<file path="config.mk">
export PLATFORM = sky130hd
export DESIGN_NAME = shared_adder_arbiter
export DESIGN_NICKNAME = d
export VERILOG_FILES = /design/src/rtl/shared_adder_arbiter.sv
export SDC_FILE = /design/constraint.sdc
export NUM_CORES = 1
export LEC_CHECK = 0
export CORE_MARGIN = 1
export CORE_UTILIZATION = 30
export CTS_CLUSTER_SIZE = 14
export DETAILED_ROUTE_END_ITERATION = 10
export HOLD_SLACK_MARGIN = 0.05
export PLACE_DENSITY = 0.75
export SYNTH_ARGS = -nofsm -noshare
export SYNTH_HDL_FRONTEND = slang
export SYNTH_SLANG_ARGS = --single-unit
</file>
<file path="constraint.sdc">
create_clock -name clk -period 4.2 [get_ports clk]
set_input_delay 0.63 -clock clk [delete_from_list [all_inputs] [get_ports clk]]
set_output_delay 0.63 -clock clk [all_outputs]
set_load 0.01 [all_outputs]
</file>
<file path="src/rtl/shared_adder_arbiter.sv">
// Round-robin arbiter sharing one WIDTH-bit adder between N_REQ requesters.
// The carry is kept in the sum MSB, and each result is held under a valid/ready output handshake.
module shared_adder_arbiter #(
    parameter  int N_REQ = 4,
    parameter  int WIDTH = 8,
    localparam int ID_W  = $clog2(N_REQ)
) (
    input  logic                   clk,
    input  logic                   rst_n,
    input  logic [N_REQ-1:0]       req,
    input  logic [N_REQ*WIDTH-1:0] a_flat,
    input  logic [N_REQ*WIDTH-1:0] b_flat,
    output logic [N_REQ-1:0]       gnt,
    output logic                   sum_valid,
    output logic [WIDTH:0]         sum,
    output logic [ID_W-1:0]        sum_id,
    input  logic                   sum_ready,
    output logic                   state_dbg
);

    // Handshake: a result transfers on a rising edge where sum_valid && sum_ready;
    // requester i's operands are consumed on a rising edge where gnt[i] is high.
    typedef enum logic {
        ST_EMPTY = 1'b0,
        ST_FULL  = 1'b1
    } state_e;

    state_e           state_q;
    logic [ID_W-1:0]  rr_ptr_q;
    logic [WIDTH:0]   sum_q;
    logic [ID_W-1:0]  sum_id_q;

    logic [WIDTH:0]   sum_d;
    logic [ID_W-1:0]  sel_idx;
    logic [ID_W-1:0]  rr_next;
    logic [WIDTH-1:0] a_sel;
    logic [WIDTH-1:0] b_sel;
    logic             found;
    logic             can_accept;
    logic             grant_en;

    assign can_accept = (state_q == ST_EMPTY) || sum_ready;

    // Search upward from rr_ptr_q, wrapping modulo N_REQ; N_REQ need not be a power of two.
    always_comb begin
        int cand;
        sel_idx = rr_ptr_q;
        found   = 1'b0;
        cand    = 0;
        for (int k = 0; k < N_REQ; k++) begin
            cand = int'(rr_ptr_q) + k;
            if (cand >= N_REQ) begin
                cand = cand - N_REQ;
            end
            if (!found && req[cand]) begin
                found   = 1'b1;
                sel_idx = ID_W'(cand);
            end
        end
    end

    // Reset gates the grant so no requester believes it was served while rst_n is low.
    assign grant_en = rst_n && can_accept && found;

    always_comb begin
        gnt = '0;
        if (grant_en) begin
            gnt[sel_idx] = 1'b1;
        end
    end

    assign rr_next = (sel_idx == ID_W'(N_REQ - 1)) ? '0 : sel_idx + 1'b1;

    assign a_sel = a_flat[sel_idx*WIDTH +: WIDTH];
    assign b_sel = b_flat[sel_idx*WIDTH +: WIDTH];
    assign sum_d = {1'b0, a_sel} + {1'b0, b_sel};

    always_ff @(posedge clk or negedge rst_n) begin
        if (!rst_n) begin
            state_q  <= ST_EMPTY;
            rr_ptr_q <= '0;
            sum_q    <= '0;
            sum_id_q <= '0;
        end else begin
            if (grant_en) begin
                sum_q    <= sum_d;
                sum_id_q <= sel_idx;
                rr_ptr_q <= rr_next;
            end
            case (state_q)
                ST_EMPTY: begin
                    if (grant_en) begin
                        state_q <= ST_FULL;
                    end
                end
                ST_FULL: begin
                    // A grant in the same cycle as a drain replaces the result and stays FULL.
                    if (!grant_en && sum_ready) begin
                        state_q <= ST_EMPTY;
                    end
                end
                default: state_q <= ST_EMPTY;
            endcase
        end
    end

    assign sum_valid = (state_q == ST_FULL);
    assign sum       = sum_q;
    assign sum_id    = sum_id_q;
    assign state_dbg = state_q;

endmodule

</file>
==> results of run 1 <==
## routing by layer
layer,global-route usage,vias to the layer above,share of wire
met5,0,-,0
met4,0.0444,0,0.0045
met3,0.0211,2,0.074
met2,0.273,69,0.51
met1,0.210,654,0.41
li1,-,692,-
## cell usage in the layout (no fill, tap or decap), drive strengths merged, types with 2 or more instances in the layout
master         Yosys  final
o31ai              3      3
dfrtp             14     14
nand2             15     15
and2               4      4
a21oi              5      5
nor2               5      5
ha                12     12
a21o               2      2
o21ai             12     12
nor4               2      2
nor2b              4      4
inv                7      7
mux4              16     16
a211oi             4      4
nor3               2      2
or2                2      2
clkdlybuf4s50      0     87
o21bai             2      2
buf                7      6
o21a               3      3
clkbuf             1      3
## final cells by class
| class | count | share of cell area |
|---|---|---|
| Multi-Input combinational cell | 107 | 0.415 |
| Tap cell | 52 | 0.0272 |
| Timing Repair Buffer | 93 | 0.383 |
| Sequential cell | 14 | 0.146 |
| Inverter | 7 | 0.0110 |
| Clock buffer | 3 | 0.0173 |
## through the flow
step	setup WS, ns	instances
finish	0.389	276
global route	0.0854	276
CTS	0.387	276
detailed placement	0.151	273
global placement	0.249	273
floorplan	0.941	136
## tightest hold or removal path, stage by stage (launching register included)
cell	delay [ns]
dfrtp_1	0.34
nand2_1	0.05
nand2_1	0.05
## power by group
group	internal, mW	total [mW]	switching (mW)
sequential	0.196	0.234	0.0387
clock	0.0633	0.106	0.0430
combinational	0.496	0.932	0.436
total	0.755	1.27	0.518
## cell families after synthesis
group	count (synthesis)
fa+ha+maj	13
mux	18
xor+xnor	2
buf+inv	15
simple gates	39
flops	14
compound gates	35
## sequential cells by signal, summed over array words and instances (netlist names)
register	cells
state_dbg	1
rr_ptr_q	2
sum	9
sum_id	2
## worst paths after layout
check / start / to / slack [ns] / cells past startpoint
worst min register to register: sum[1] / sum[1] / 0.48 / 2
worst min-delay path: sum[1] / sum[1] / 0.48 / 2
worst max register to register: rr_ptr_q[1] / sum[7] / 0.93 / 10
max in group asynchronous: rst_n / sum[3] / 3.29 / 2
worst max-delay path: req[2] / sum[7] / 0.39 / 12
min in group asynchronous: rst_n / rr_ptr_q[1] / 0.75 / 2
==> results.yml, run 1 <==
drt:
  ant_nets: 0
  dr_total_vias: 1417
  routed_wl_mm: 3.81
  wl_per_cell_um: 13.8
  firstDrtPassIters: 7
  drc: 5
  drt_iter0_drc: 69
  via_per_inst: 5.13
status:
  status: "finished, violations left"
  violations: "DRC"
synth:
  post-synth-top-count-cell: "mux4_2"
  synth-seq-cells: 14
  ys.flop_type: "dfrtp_1"
  yosysTopAreaCellShare: 0.249
  synth_top_family_by_area: "multiplexers"
  async_flop_share: 1.00
  ys_seq_area_frac: 0.242
  synth_compound_area_frac: 0.158
  syn_inst: 136
  synth_xor_area_frac: 0.0121
  syn_nets: 220
  synth_edf_count: 0
  synth_common_cells: "mux4_2, nand2_1, dfrtp_1, ha_1, o21ai_0"
  post_synth.cell_area_avg_sq_um: 10.6
  yosysTopAreaCell: "mux4_2"
  yosysWarnings: 0
  synthSimpleGateAreaFrac: 0.135
  muxShareOfSynthArea: 0.264
  synthesis.area_sq_um: 1450
  synth_area_leaders: "mux4_2, dfrtp_1, ha_1"
  synth_cell_types: 37
  synthAdderAreaFrac: 0.118
critical_path:
  cp_num_buf_inv: 3
  crit_required_ns: 4.35
  path_delay_family: "compound AO/OA/AOI/OAI gates"
  crit_path_start_kind: "input port"
  cp_slowest_cell: "mux4_2"
  cpMostUsedCell: "o21ai_0"
  cp_max_fo: 10
  critical_path_class: "input port to register"
  crit_chain: "clkdlybuf4s50_1 > nor2b_1 > o21ai_0 > o211a_2 > buf_4 > buf_4 > mux4_2 > ha_1 > o21ai_0 > o21ai_0 > and3_1 > o31ai_1"
  slowest_delay_ns: 0.52
  arrival_ns: 3.96
  end_kind: "register"
sta:
  min_period_ns: 3.81
  holdWs_ns: 0.477
  tns_ns: 0
  finalSetupViolCount: 0
  drv_slew: 0
  hold_viol: 0
  finalCritPeriodShare: 0.907
  skew_ns: 0.000639
  relSlewSlack: 0.549
  rsz0062_at_grt: "false"
  tightestPinTransition_ns: 0.674
  fmax_ghz: 0.262
floorplan:
  die_h_um: 71.4
  die_w_um: 71.4
  start_util: 0.321
  core_sq_um: 4500
  io_pins: 88
  rows: 24
  die_area_sq_um: 5100
global_routing:
  grt_antenna_before_repair: 0
  grt_max_degree: 19
  grt_first_pass_wirelength_mm: 6.53
  first_global_vias: 1422
  grtUsageTotal: 0.159
  grt.overflow.total: 0
cells_and_area:
  syn_to_final_growth_pct: 65.5
  finalNetCount: 310
  postLayoutCoreUtil: 0.531
  multi_input_area_sq_um: 993
  drive_gt1_frac: 0.125
  n_fill_cell: 433
  stdcell_area_sq_um: 2390
  seq_area_sq_um: 350
  diodes: 0
clock_network:
  postCtsResizedCells: 0
  htreeDepth: 1
  clock_latency_ns: 0.24
  path_clk_slew_ns: 0.05
  clock_sinks: 14
  cts_root_buffer: "clkbuf_8"
  cts-buffers-inserted: 3
  cts_buffer_depth: 2
  hold_buffers: 0
  cts_setup_buffers: 0
  cts_tree: "yes"
pwr:
  total_power_mw: 1.27
  vdd_drop_max_v: 0.000301
  p_per_area_nw_per_um2: 532
  p_leak_nw: 0.979
place:
  gp_congestion: 0.909
  dp_hpwl_mm: 3.35
  placed_area_sq_um: 2350
  portBuffers: 87
min_path:
  hold_class: "register to register"
run:
  drv_cap: 0
(Power assumes the default switching activity.)
==> run 2: changes to the inputs <==
--- a/config.mk
+++ b/config.mk
@@ -7,7 +7,7 @@
 export LEC_CHECK = 0
 export CORE_MARGIN = 1
 export CORE_UTILIZATION = 30
-export CTS_CLUSTER_SIZE = 14
+export CTS_CLUSTER_SIZE = 28
 export DETAILED_ROUTE_END_ITERATION = 10
 export HOLD_SLACK_MARGIN = 0.05
 export PLACE_DENSITY = 0.75
==> results of run 2 <==
The final DEF is identical to that of run 1; final timing and power are the same.
==> run 3: changes to the inputs <==
--- a/config.mk
+++ b/config.mk
@@ -9,8 +9,7 @@
 export CORE_UTILIZATION = 30
 export CTS_CLUSTER_SIZE = 28
 export DETAILED_ROUTE_END_ITERATION = 10
-export HOLD_SLACK_MARGIN = 0.05
-export PLACE_DENSITY = 0.75
+export PLACE_DENSITY_LB_ADDON = 0.05
 export SYNTH_ARGS = -nofsm -noshare
 export SYNTH_HDL_FRONTEND = slang
 export SYNTH_SLANG_ARGS = --single-unit
==> constraint.sdc (replaced) <==
create_clock -name clk -period 3.1 [get_ports clk]
set_input_delay 0.465 -clock clk [delete_from_list [all_inputs] [get_ports clk]]
set_output_delay 0.465 -clock clk [all_outputs]
set_load 0.01 [all_outputs]
==> run 3 against run 2 <==
First-iteration DRC count increased by 52%. Setup slack got worse by 0.26 ns. Combinational power is 81% higher. Via count is 8.6% higher. The flow still finishes with violations (DRC). Highest routed layer unchanged. Count of clock-buffer cells in the layout is the same. Flip-flop and latch count is the same. Clock power rose by 36%. Power grew 70%. Register-to-register slack worse by 0.73 ns. Utilization up 6.5 points. Sequential share of layout area decreased by 1.6 points. Critical path type unchanged.
==> results.yml, run 3 (synthesis results as in run 1) <==
status:
  status: "finished, violations left"
  violations: "DRC"
floorplan:
  io_pins: 88
  die_h_um: 71.4
  core_sq_um: 4500
  start_util: 0.321
  die_area_sq_um: 5100
  die_w_um: 71.4
  rows: 24
critical_path:
  slowest_delay_ns: 0.55
  cp_slowest_cell: "mux4_2"
  critical_path_class: "input port to register"
  crit_path_start_kind: "input port"
  end_kind: "register"
  path_depth: 12
  worst_r2r_startpoint: "rr_ptr_q[1]"
  path_delay_family: "compound AO/OA/AOI/OAI gates"
  cp_num_buf_inv: 3
  crit_chain: "dlygate4sd2_1 > nor2b_4 > o21ai_2 > o211a_4 > buf_6 > mux4_2 > fa_2 > buf_4 > a21o_1 > a21oi_2 > xor2_1 > o21ai_0"
  timing.rr.end: "sum[7]"
  cp_max_fo: 6
  arrival_ns: 3.08
  rr_worst_depth: 11
  crit_required_ns: 3.21
  r2r_setup_slack_ns: 0.20
sta:
  holdWs_ns: 0.468
  finalCritPeriodShare: 0.958
  hold_viol: 0
  fmax_ghz: 0.337
  rsz0062_at_grt: "false"
  tightestPinTransition_ns: 0.468
  drv_slew: 0
  finalSetupViolCount: 0
  relSlewSlack: 0.684
  min_period_ns: 2.97
  skew_ns: 0.00231
  worst_slack_ns: 0.130
clock_network:
  clock_sinks: 14
  clock_latency_ns: 0.24
  path_clk_slew_ns: 0.05
  cts_buffer_depth: 2
  hold_buffers: 0
  htreeDepth: 1
  cts_tree: "yes"
  cts-buffers-inserted: 3
  cts_root_buffer: "clkbuf_8"
drt:
  ant_nets: 0
  wl_per_cell_um: 14.8
  routed_wl_mm: 4.47
  firstDrtPassIters: 7
  drc: 4
  dr_total_vias: 1539
  drt_iter0_drc: 105
  via_per_inst: 5.11
place:
  portBuffers: 87
  dp_hpwl_mm: 3.77
  placed_area_sq_um: 2520
  gp_congestion: 0.765
  place_ws_ns: -0.629
pwr:
  p_per_area_nw_per_um2: 803
  p_leak_nw: 1.13
  vdd_drop_max_v: 0.000323
global_routing:
  grt_max_degree: 19
  grt_first_pass_wirelength_mm: 7.51
  grt_antenna_before_repair: 0
  first_global_vias: 1622
  grt.overflow.total: 0
  grtUsageTotal: 0.187
cells_and_area:
  stdcell_area_sq_um: 2690
  final_cell_mix: "clkdlybuf4s50_1, buf_4, mux4_2, nand2_1, dfrtp_1"
  final_common_cell: "clkdlybuf4s50_1"
  diodes: 0
  drive_gt1_frac: 0.281
  syn_to_final_growth_pct: 85.9
  largest_register_ffs: 9
  n_fill_cell: 404
  finalNetCount: 335
min_path:
  holdPathStages: 2
  hold_class: "register to register"
  whs_endpoint: "sum[0]"
  hp-start: "sum[0]"
run:
  drv_cap: 0
## run 3: cell types whose count changed in the layout (fill, tap and decap cells not counted), sizes merged
cell / before / now
dlygate4sd2: 0 / 3
clkdlybuf4s50: 87 / 83
clkdlybuf4s15: 0 / 1
buf: 6 / 31
## run 3: routing by layer
layer  GRT usage  share of wire  up-vias
met5           0              0        -
li1            -              -      742
met4      0.0578          0.015        0
met2       0.337           0.51       69
met3      0.0197          0.053        7
met1       0.235           0.42      721
## run 3: what timing repair did
action / in CTS / in global routing
setup endpoints to repair: 9 / 4
gates resized for setup: 23 / 11
pin swaps: 10 / 10
buffers inserted: 1 / 1
## run 3: stage by stage
stage,total power [mW],setup TNS (ns),util,std cells
after floorplan,1.17,0,-,136
after detailed placement,1.83,-3.62,0.560,296
after global routing,2.35,0,0.596,301
after global placement,1.80,-2.91,0.560,296
after CTS,2.11,0,0.588,300
final,2.16,0,0.596,301
## run 3: worst register-to-register path, delay by kind of cell (launching register included)
kind / cells / cell delay (ns)
AO/OA/AOI/OAI: 2 / 0.34
adder cells (fa/ha/maj): 1 / 0.22
buffers and inverters: 2 / 0.29
flip-flops: 1 / 0.45
multiplexers: 1 / 0.52
AND/OR/NAND/NOR: 5 / 0.99
## run 3: final cells by class
class,instances,area [sq um],area share
Inverter,7,26.3,0.00978
Clock buffer,3,41.3,0.0154
Timing Repair Buffer,118,1110,0.415
Multi-Input combinational cell,107,1090,0.405
Sequential cell,14,350,0.130
Tap cell,52,65.1,0.0242
## run 3: power by group
part | total, mW | leakage [nW] | internal, mW | switching [mW]
Clock | 0.144 | 0.0216 | 0.0858 | 0.0587
Sequential | 0.324 | 0.169 | 0.265 | 0.0595
Combinational | 1.69 | 0.940 | 0.971 | 0.718
## run 3: worst max path at each step
stage           start     end  slack, ns
2_1_floorplan  req[2]  sum[6]      0.006
3_3_place_gp   req[3]  sum[6]      -0.55
3_5_place_dp   req[0]  sum[6]      -0.63
4_1_cts        req[0]  sum[4]       0.12
5_1_grt        req[2]  sum[4]      0.008
6_report       req[2]  sum[4]       0.13
